$ cat config.mk
export PLATFORM = sky130hd
export DESIGN_NAME = mult_share_arbiter_flat
export DESIGN_NICKNAME = d
export VERILOG_FILES = /design/src/rtl/mult_share_pkg.sv /design/src/rtl/mult_share_arbiter_if.sv /design/src/rtl/rr_grant_picker.sv /design/src/rtl/mult_share_arbiter.sv /design/src/flat_wrapper.sv
export SDC_FILE = /design/constraint.sdc
export NUM_CORES = 1
export LEC_CHECK = 0
export CORE_UTILIZATION = 58
export CTS_CLUSTER_DIAMETER = 200
export DETAILED_ROUTE_END_ITERATION = 8
export PLACE_DENSITY = 0.95
export SLEW_MARGIN = 20
export SYNTH_ARGS = -nofsm -noshare
export SYNTH_HDL_FRONTEND = slang
export SYNTH_HIERARCHICAL = 1
export SYNTH_SLANG_ARGS = --single-unit
$ cat constraint.sdc
create_clock -name clockPulse -period 9.05 [get_ports clockPulse]
set_clock_uncertainty 0.2 [all_clocks]
set_input_delay 1.81 -clock clockPulse [delete_from_list [all_inputs] [get_ports clockPulse]]
set_output_delay 1.81 -clock clockPulse [all_outputs]
set_load 0.005 [all_outputs]
$ cat src/rtl/mult_share_pkg.sv
// Shared constants and helpers for the shared-multiplier arbiter slice.
package mult_share_pkg;

    localparam int unsigned DATA_W_DEF  = 8;
    localparam int unsigned NUM_REQ_DEF = 4;
    localparam int unsigned LATENCY_DEF = 3;

    // Ceiling log2, usable in constant expressions.
    function automatic int unsigned clog2_f(input int unsigned n);
        int unsigned r;
        r = 0;
        while ((32'd1 << r) < n) r = r + 1;
        return r;
    endfunction

    localparam int unsigned TAG_W  = clog2_f(NUM_REQ_DEF);
    localparam int unsigned PROD_W = 2 * DATA_W_DEF;

endpackage

$ cat src/rtl/mult_share_arbiter_if.sv
// Issue/response bundle between the requesters and the shared multiplier.
interface mult_share_arbiter_if #(
    parameter int unsigned NUM_REQ = mult_share_pkg::NUM_REQ_DEF,
    parameter int unsigned DATA_W  = mult_share_pkg::DATA_W_DEF
);
    localparam int unsigned IDW = mult_share_pkg::clog2_f(NUM_REQ);

    logic                      pipe_stall;
    logic [NUM_REQ-1:0]        req_valid;
    logic [NUM_REQ*DATA_W-1:0] req_a;
    logic [NUM_REQ*DATA_W-1:0] req_b;
    logic [NUM_REQ-1:0]        req_ready;
    logic                      rsp_valid;
    logic [IDW-1:0]            rsp_id;
    logic [2*DATA_W-1:0]       rsp_data;
    logic                      busy;

    modport master (
        output pipe_stall, req_valid, req_a, req_b,
        input  req_ready, rsp_valid, rsp_id, rsp_data, busy
    );

    modport slave (
        input  pipe_stall, req_valid, req_a, req_b,
        output req_ready, rsp_valid, rsp_id, rsp_data, busy
    );

endinterface

$ cat src/rtl/rr_grant_picker.sv
// Combinational round-robin picker: rotate requests by ptr, take the lowest set bit, rotate back.
module rr_grant_picker
    import mult_share_pkg::*;
#(
    parameter  int unsigned N   = NUM_REQ_DEF,
    localparam int unsigned IDW = clog2_f(N)
) (
    input  logic [N-1:0]   req,
    input  logic [IDW-1:0] ptr,
    input  logic           en,
    output logic [N-1:0]   gnt,
    output logic [IDW-1:0] gnt_id,
    output logic           any
);
    localparam int unsigned SW = IDW + 1;

    logic [2*N-1:0] req_dbl;
    logic [N-1:0]   req_rot;
    logic [IDW-1:0] pri_idx;
    logic [SW-1:0]  sum;

    always_comb begin
        req_dbl = {req, req};
        req_rot = req_dbl[ptr +: N];
        pri_idx = '0;
        for (int k = int'(N) - 1; k >= 0; k--) begin
            if (req_rot[k]) pri_idx = IDW'(k);
        end
        // Offset back into the unrotated index space, modulo N.
        sum = SW'(ptr) + SW'(pri_idx);
        if (sum >= SW'(N)) sum = sum - SW'(N);
        gnt_id = IDW'(sum);
        any    = en && (|req);
        gnt    = any ? (N'(1) << gnt_id) : '0;
    end

endmodule

$ cat src/rtl/mult_share_arbiter.sv
// Round-robin arbiter sharing one tagged, pipelined unsigned multiplier among NUM_REQ requesters.
module mult_share_arbiter
    import mult_share_pkg::*;
#(
    parameter int unsigned NUM_REQ = NUM_REQ_DEF,
    parameter int unsigned DATA_W  = DATA_W_DEF,
    parameter int unsigned LATENCY = LATENCY_DEF
) (
    input  logic          clockPulse,
    input  logic          resetPulse,
    mult_share_arbiter_if.slave bus
);
    localparam int unsigned IDW = clog2_f(NUM_REQ);
    localparam int unsigned PW  = 2 * DATA_W;

    logic [NUM_REQ-1:0] gnt;
    logic [IDW-1:0]     gnt_id;
    logic               gnt_any;
    logic [DATA_W-1:0]  a_sel;
    logic [DATA_W-1:0]  b_sel;

    logic [IDW-1:0]     rr_ptr_q,   rr_ptr_d;
    logic               s1_valid_q, s1_valid_d;
    logic [IDW-1:0]     s1_tag_q,   s1_tag_d;
    logic [DATA_W-1:0]  s1_a_q,     s1_a_d;
    logic [DATA_W-1:0]  s1_b_q,     s1_b_d;
    logic               st_valid_q [2:LATENCY];
    logic               st_valid_d [2:LATENCY];
    logic [IDW-1:0]     st_tag_q   [2:LATENCY];
    logic [IDW-1:0]     st_tag_d   [2:LATENCY];
    logic [PW-1:0]      st_prod_q  [2:LATENCY];
    logic [PW-1:0]      st_prod_d  [2:LATENCY];
    logic               busy_q,     busy_d;

    rr_grant_picker #(.N(NUM_REQ)) u_picker (
        .req    (bus.req_valid),
        .ptr    (rr_ptr_q),
        .en     (!bus.pipe_stall),
        .gnt    (gnt),
        .gnt_id (gnt_id),
        .any    (gnt_any)
    );

    assign a_sel = bus.req_a[int'(gnt_id) * DATA_W +: DATA_W];
    assign b_sel = bus.req_b[int'(gnt_id) * DATA_W +: DATA_W];

    // Stall freezes every register; otherwise stage 1 takes the winner (or a bubble) and the rest shift.
    always_comb begin
        rr_ptr_d   = rr_ptr_q;
        s1_valid_d = s1_valid_q;
        s1_tag_d   = s1_tag_q;
        s1_a_d     = s1_a_q;
        s1_b_d     = s1_b_q;
        st_valid_d = st_valid_q;
        st_tag_d   = st_tag_q;
        st_prod_d  = st_prod_q;

        if (!bus.pipe_stall) begin
            s1_valid_d = gnt_any;
            if (gnt_any) begin
                s1_tag_d = gnt_id;
                s1_a_d   = a_sel;
                s1_b_d   = b_sel;
                rr_ptr_d = (gnt_id == IDW'(NUM_REQ - 1)) ? '0 : gnt_id + IDW'(1);
            end
            st_valid_d[2] = s1_valid_q;
            st_tag_d[2]   = s1_tag_q;
            st_prod_d[2]  = PW'(s1_a_q) * PW'(s1_b_q);
            for (int unsigned k = 3; k <= LATENCY; k++) begin
                st_valid_d[k] = st_valid_q[k-1];
                st_tag_d[k]   = st_tag_q[k-1];
                st_prod_d[k]  = st_prod_q[k-1];
            end
        end

        busy_d = s1_valid_d;
        for (int unsigned k = 2; k <= LATENCY; k++) begin
            busy_d = busy_d | st_valid_d[k];
        end
    end

    always_ff @(posedge clockPulse or posedge resetPulse) begin
        if (resetPulse) begin
            rr_ptr_q   <= '0;
            s1_valid_q <= 1'b0;
            s1_tag_q   <= '0;
            s1_a_q     <= '0;
            s1_b_q     <= '0;
            for (int unsigned k = 2; k <= LATENCY; k++) begin
                st_valid_q[k] <= 1'b0;
                st_tag_q[k]   <= '0;
                st_prod_q[k]  <= '0;
            end
            busy_q     <= 1'b0;
        end else begin
            rr_ptr_q   <= rr_ptr_d;
            s1_valid_q <= s1_valid_d;
            s1_tag_q   <= s1_tag_d;
            s1_a_q     <= s1_a_d;
            s1_b_q     <= s1_b_d;
            for (int unsigned k = 2; k <= LATENCY; k++) begin
                st_valid_q[k] <= st_valid_d[k];
                st_tag_q[k]   <= st_tag_d[k];
                st_prod_q[k]  <= st_prod_d[k];
            end
            busy_q     <= busy_d;
        end
    end

    assign bus.req_ready = gnt;
    assign bus.rsp_valid = st_valid_q[LATENCY];
    assign bus.rsp_id    = st_tag_q[LATENCY];
    assign bus.rsp_data  = st_prod_q[LATENCY];
    assign bus.busy      = busy_q;

endmodule
$ cat src/flat_wrapper.sv
// flat-port wrapper written by rule: the top's interface ports become plain ports
module mult_share_arbiter_flat import mult_share_pkg::*;
#(
    parameter int unsigned NUM_REQ = NUM_REQ_DEF,
    parameter int unsigned DATA_W  = DATA_W_DEF,
    parameter int unsigned LATENCY = LATENCY_DEF
)
  (clockPulse, resetPulse, bus_pipe_stall, bus_req_valid, bus_req_a, bus_req_b, bus_req_ready, bus_rsp_valid, bus_rsp_id, bus_rsp_data, bus_busy);
  mult_share_arbiter_if #(.NUM_REQ(NUM_REQ), .DATA_W(DATA_W)) bus_i ();
  input  logic clockPulse;
  input  logic resetPulse;
  input wire logic [$bits(bus_i.pipe_stall)-1:0] bus_pipe_stall;
  input wire logic [$bits(bus_i.req_valid)-1:0] bus_req_valid;
  input wire logic [$bits(bus_i.req_a)-1:0] bus_req_a;
  input wire logic [$bits(bus_i.req_b)-1:0] bus_req_b;
  output wire logic [$bits(bus_i.req_ready)-1:0] bus_req_ready;
  output wire logic [$bits(bus_i.rsp_valid)-1:0] bus_rsp_valid;
  output wire logic [$bits(bus_i.rsp_id)-1:0] bus_rsp_id;
  output wire logic [$bits(bus_i.rsp_data)-1:0] bus_rsp_data;
  output wire logic [$bits(bus_i.busy)-1:0] bus_busy;
  assign bus_i.pipe_stall = bus_pipe_stall;
  assign bus_i.req_valid = bus_req_valid;
  assign bus_i.req_a = bus_req_a;
  assign bus_i.req_b = bus_req_b;
  assign bus_req_ready = bus_i.req_ready;
  assign bus_rsp_valid = bus_i.rsp_valid;
  assign bus_rsp_id = bus_i.rsp_id;
  assign bus_rsp_data = bus_i.rsp_data;
  assign bus_busy = bus_i.busy;
  mult_share_arbiter #(.NUM_REQ(NUM_REQ), .DATA_W(DATA_W), .LATENCY(LATENCY)) u_core (.clockPulse(clockPulse), .resetPulse(resetPulse), .bus(bus_i));
endmodule
# --- After elaboration in Yosys (flattened, before gate mapping) ---
# Cells that the tools add are included.
totals:
  input_bits: 71
  out_inout_bits: 24
  elab_cells: 38
  reg_bits: 60
op_classes:
  n_addsub: 3
  muxes: 9
  n_reduce_logical: 4
  mul: 1
  n_bitwise: 3
  shifts: 4
  n_eq_ne: 1
  magnitude_cmp: 1
ops:
  columns: ["operator", "n"]
  rows:
  - ["$shiftx A32 B6 Y8", 2]
  - ["$mul A8 B8 Y16", 1]
  - ["$mux W2", 7]
  - ["$shiftx A8 B3 Y4", 1]
  - ["$mux W4", 1]
  - ["$reduce_or A4 Y1", 1]
  - ["$shl A1 B2 Y4 const A", 1]
  - ["$add A2 B2 Y3", 1]
  - ["$ge A3 B3 Y1 const B", 1]
  - ["$add A2 B1 Y2 const B", 1]
  - ["$eq A2 B2 Y1 const B", 1]
  - ["$or A1 B1 Y1", 2]
  - ["$reduce_and A2 Y1", 1]
  - ["$sub A2 B1 Y2 const B", 1]
  - ["$logic_and A1 B1 Y1", 1]
  - ["$logic_not A1 Y1", 1]
  - ["$mux W1", 1]
  - ["$not A1 Y1", 1]

# --- Longest topological paths before layout ---
logic_depth:
  depth_word: 10
  mapped_depth: 15
  depth_no_buf: 15

# --- By module ---
# The synthesis kept the hierarchy.
modules_own_cells:
  columns: ["module", "cells_each", "area_per_inst_um2", "seq_area_each_um2", "instances"]
  rows:
  - ["mult_share_arbiter", 420, 4848.4, 1501.4, 1]
  - ["rr_grant_picker", 41, 324.1, 0.0, 1]

# --- Worst setup path before layout ---
# No wires, ideal clock.
synth_timing:
  path_type: "input port to output port"
  from: "input bus_req_valid[0]"
  to: "output bus_req_ready[2]"
  arrival_time_ps: 3025
  path_buffers: 1
  t_required_ps: 7040
  cell_stages: 8
  path_slack_ps: 4015
  path_cell_list: "buf_6 o21a_1 a21oi_1 o211ai_1 ha_1 xnor2_1 nand2_1 mux2i_1"
synth_via:
  elab_chain_cells: 10
  word_cells_on_any_way: 13
  classes_between: "add/sub: 2; order compare: 1; shift: 2; mux: 6; reduce/logical: 2"
synth_lines:
  columns: ["element", "line", "text"]
  rows:
  - ["start, declared", "flat_wrapper.sv:13", "input wire logic [$bits(bus_i.req_valid)-1:0] bus_req_valid;"]
  - ["$shiftx A8 B3 Y4", "rr_grant_picker.sv:24", "req_rot = req_dbl[ptr +: N];"]
  - ["$mux W2 (4 in a row)", "rr_grant_picker.sv:27", "if (req_rot[k]) pri_idx = IDW'(k);"]
  - ["$add A2 B2 Y3", "rr_grant_picker.sv:30", "sum = SW'(ptr) + SW'(pri_idx);"]
  - ["$ge A3 B3 Y1 or $sub A2 B1 Y2 (tied branches)", "rr_grant_picker.sv:31", "if (sum >= SW'(N)) sum = sum - SW'(N);"]
  - ["$mux W2", "rr_grant_picker.sv:31", null]
  - ["$shl A1 B2 Y4", "rr_grant_picker.sv:34", "gnt = any ? (N'(1) << gnt_id) : '0;"]
  - ["$mux W4 (*)", "rr_grant_picker.sv:34", null]
  - ["end, declared", "flat_wrapper.sv:16", "output wire logic [$bits(bus_i.req_ready)-1:0] bus_req_ready;"]
# Mark *: on every way between the ends. The rest lies on a longest branch, timed or not.

# --- Final worst setup path ---
layout_timing:
  from: "input bus_req_valid[0]"
  to: "output bus_req_ready[1]"
layout_via:
  elab_chain_cells: 10
  word_cells_on_any_way: 13
  classes_between: "add/sub: 2; order compare: 1; shift: 2; mux: 6; reduce/logical: 2"
layout_lines:
  columns: ["element", "line", "text"]
  rows:
  - ["$shiftx A8 B3 Y4 (*)", "rr_grant_picker.sv:24", null]
  - ["$mux W2 (3 in a row)", "rr_grant_picker.sv:27", null]
  - ["$mux W2 (*)", "rr_grant_picker.sv:27", null]
  - ["$add A2 B2 Y3 (*)", "rr_grant_picker.sv:30", null]
  - ["$ge A3 B3 Y1 or $sub A2 B1 Y2 (tied branches)", "rr_grant_picker.sv:31", null]
  - ["$mux W2 (*)", "rr_grant_picker.sv:31", null]
  - ["net u_core.gnt_id[0]", "mult_share_arbiter.sv:17", "logic [IDW-1:0] gnt_id;"]
  - ["$shl A1 B2 Y4 (*)", "rr_grant_picker.sv:34", null]
  - ["$mux W4 (*)", "rr_grant_picker.sv:34", null]
# Mark *: on every way through the listed nets, which the timed path passes. The rest lies on a longest branch.

==> summary.md <==
| Metric | Value |
|---|---|
| CP endpoint kind | output pin |
| Part of the Yosys area used for sequential elements | 0.2903 |
| Final count of hold timing violations | 0 |
| Global-route wire length before repair | about 17000 um |
| Net count after synthesis | 606 |
| Critical path type | primary input to output pin |
| Clock latency on the worst-skew pair | about 350 ps |
| Sum of routed wire length over all layers | 10580 um |
| Number of antenna violations at the first check in global routing | 0 |
| Worst slack, placed | 2145 ps |
| Hold-fix buffers, CTS | 0 |
| Number of H-tree branching levels | 3 |
| Iter 0 DRT Violations | 153 |
| Clock tree from TritonCTS | built |
| Final count of pins violating max slew | 0 |
| Number of buffers on the longest clock path | 2 |
| Clk slew on worst S/H paths | 60 ps |
| Avg WL per Cell | 16.33 um |
| Fill cell instance count of the final layout | about 600 |
| Number of synthesis warnings | 6 |
| Top cell type by total area after synthesis | sky130_fd_sc_hd__dfrtp_1 |
| Post-synthesis area per instance | about 11 um2 |
| Syn Std Cell Area | 0.005172 mm2 |
| Clock buffers created by TritonCTS | 9 |
| Count of TritonRoute iterations in the first routing pass | 4 |
| Nature of the critical path startpoint | primary input |
| Total area of multi-input combinational cells | 0.003242 mm2 |
| Area of the die | 0.009300 mm2 |
| Synth async-reset ratio | 1.000 |
| Via count | about 3.7k |
| Minimum period implied by the final worst setup slack | between 6000 and 7000 ps |
| Worst path required time | 7040 ps |
| Placer's final routability congestion estimate | 0.8684 |
| Count of port buffers added during placement | 94 |
| Dpl hpwl | 8263 um |
| Cell with the most instances after synthesis | sky130_fd_sc_hd__dfrtp_1 |
| Class of the worst hold path | flop to flop |
| Horizontal die dimension | 96.44 um |
| Post-synthesis instance total | between 400 and 500 |
| Inserted Diodes | 0 |
| Remaining global-route overflow | 0 |
| Top area cells in the synthesized netlist | sky130_fd_sc_hd__dfrtp_1 (29%), sky130_fd_sc_hd__fa_1 (14%), sky130_fd_sc_hd__ha_1 (9.2%) |
| Vias per Instance | 5.674 |
| Final core occ | 0.7173 |
| Initial Util | 0.5960 |
| Count of boundary I/O pins | 95 |
| Standard-cell rows | 34 |
| Floorplan Core Area | ~0.0087 mm2 |
| Synthesized flop and latch total | 60 |
| Slew @ Worst Pin | about 980 ps |
| Buffer cell driving the clock tree root | sky130_fd_sc_hd__clkbuf_8 |
| Worst-path fanout max | 21 |
| Relative slew slack | 0.3485 |
| Seq. cell area | 0.001501 mm2 |
| Layout overhead on the synthesized area | 20.34% |
| Ranking of synthesized cells by instance count | sky130_fd_sc_hd__dfrtp_1 (60), sky130_fd_sc_hd__and2_1 (53), sky130_fd_sc_hd__inv_1 (50), sky130_fd_sc_hd__ha_1 (38), sky130_fd_sc_hd__nand2_1 (38) |
| Proportion of netlist area held by the largest area contributor | 0.2903 |
| Number of clock sinks | 60 |
| Achievable Freq | 145.3 MHz |
| Number of enable-type register cells in the synthesized netlist | 0 |
| Die Ht | 96.44 um |
| Vias in the first global route | 3794 |
| Setup repair after global routing missed its margin | no |
| Setup ws final | 2170 ps |
| Max-Cap Viols | 0 |
| Total of endpoints with negative setup slack in the final report | 0 |
| Total track usage | 0.2468 |
| Setup total negative slack | 0 ps |
| Critical path arrival | between 4000 and 5000 ps |
| Number of nets in the layout | 680 |
| Distinct cell type count of the synthesized netlist | 46 |
| Resized Gates After CTS | 0 |
| Proportion of layout cells with a drive suffix above 1 | 0.1463 |
| Post-route clock period utilization | 0.7603 |
| Remaining number of nets flagged by the antenna check after routing | 0 |
| Number of buffers inserted to repair setup after CTS | 0 |
| Residual DRC | 0 |
| Pin count of the biggest net entering global routing | 61 |
| Result of the run | complete, no violations |
| Most used flip-flop cell after synthesis | sky130_fd_sc_hd__dfrtp_1 |
-- state kept, by name, summed over array words and instances, names as in the netlist --
signal	cells
u_core/rr_ptr_q	2
u_core/s1_b_q	8
u_core/s1_a_q	8
u_core/bus.rsp_data	16
u_core/bus.rsp_valid	1
u_core/st_valid_q	1
u_core/s1_valid_q	1
u_core/bus.busy	1
u_core/st_tag_q	2
u_core/st_prod_q	16
u_core/s1_tag_q	2
u_core/bus.rsp_id	2
-- metrics by stage --
stage / std cells / instance area (um2) / hold WS, ps
floorplan: 461 / 5172 / 246.0
global placement: 632 / 6012 / 262.9
detailed placement: 632 / 6012 / 270.2
CTS: 648 / 6220 / 284.9
global route: 648 / 6225 / 306.0
finish: 648 / 6225 / 283.0
-- metal layers --
layer	part of all wire	global-route usage
met5	0	0
met3	0.049	0.05477
met1	0.38	0.2836
met4	0.021	0.08088
met2	0.55	0.4545
-- worst max-delay path, stage by stage --
cell and delay, ps:
sky130_fd_sc_hd__clkdlybuf4s50_1 560, sky130_fd_sc_hd__nand2_1 150, sky130_fd_sc_hd__nor2_1 50, sky130_fd_sc_hd__o21ai_0 210
sky130_fd_sc_hd__o211ai_1 130, sky130_fd_sc_hd__ha_1 950, sky130_fd_sc_hd__and2_1 270, sky130_fd_sc_hd__nand2_1 80
sky130_fd_sc_hd__mux2i_1 130, sky130_fd_sc_hd__clkdlybuf4s50_1 520
-- layout by cell type, fill, tap and decap left out, drive strengths merged, types with 4 or more instances in the layout --
cell type,Yosys,final
and2,53,53
mux2i,6,6
fa,36,36
o211ai,4,4
xor2,8,8
nand2,38,38
xnor2,4,4
a21oi,14,14
dfrtp,60,60
clkdlybuf4s50,0,93
o21ai,16,16
ha,38,38
nor2,6,6
mux2,45,45
clkbuf,3,10
mux4,16,16
inv,50,52
a21o,4,4
-- area by class of cell --
cell class,count,area share
timing repair buffer,96,0.1528
multi-input combinational,318,0.5208
clock inverter,6,0.01126
sequential,60,0.2412
clock buffer,10,0.02211
tap,108,0.02171
inverter,50,0.03015
-- final timing paths --
check / end / slack [ps] / cells after the start / from
max reg2reg: u_core/st_prod_q[28]$_DFFE_PP0N_ / 4400 / 13 / u_core/s1_a_q[2]$_DFFE_PP0P_
min reg2reg: u_core/st_prod_q[16]$_DFFE_PP0N_ / 280 / 2 / u_core/st_prod_q[16]$_DFFE_PP0N_
min: u_core/st_prod_q[16]$_DFFE_PP0N_ / 280 / 2 / u_core/st_prod_q[16]$_DFFE_PP0N_
max: bus_req_ready[1] / 2170 / 10 / bus_req_valid[0]
max in group asynchronous: u_core/bus.rsp_data[7]$_DFFE_PP0N_ / 6410 / 3 / resetPulse
min in group asynchronous: u_core/st_prod_q[29]$_DFFE_PP0N_ / 1780 / 3 / resetPulse
-- logic make-up (layout without fill, tap and decap cells) --
kind of cell,Yosys count,after routing,synth area share
and+or+nand+nor,116,116,0.1212
muxes,67,67,0.1909
buffers and inverters,83,162,0.08442
adders and majority gates,74,74,0.2313
AOI/OAI and AO/OA,49,49,0.06169
DFF,60,60,0.2903
xor gates and xnor gates,12,12,0.02032
Power is left out: the tool's default activity adds up to more than one toggle a clock period on the data nets, which glitch-free logic cannot reach.
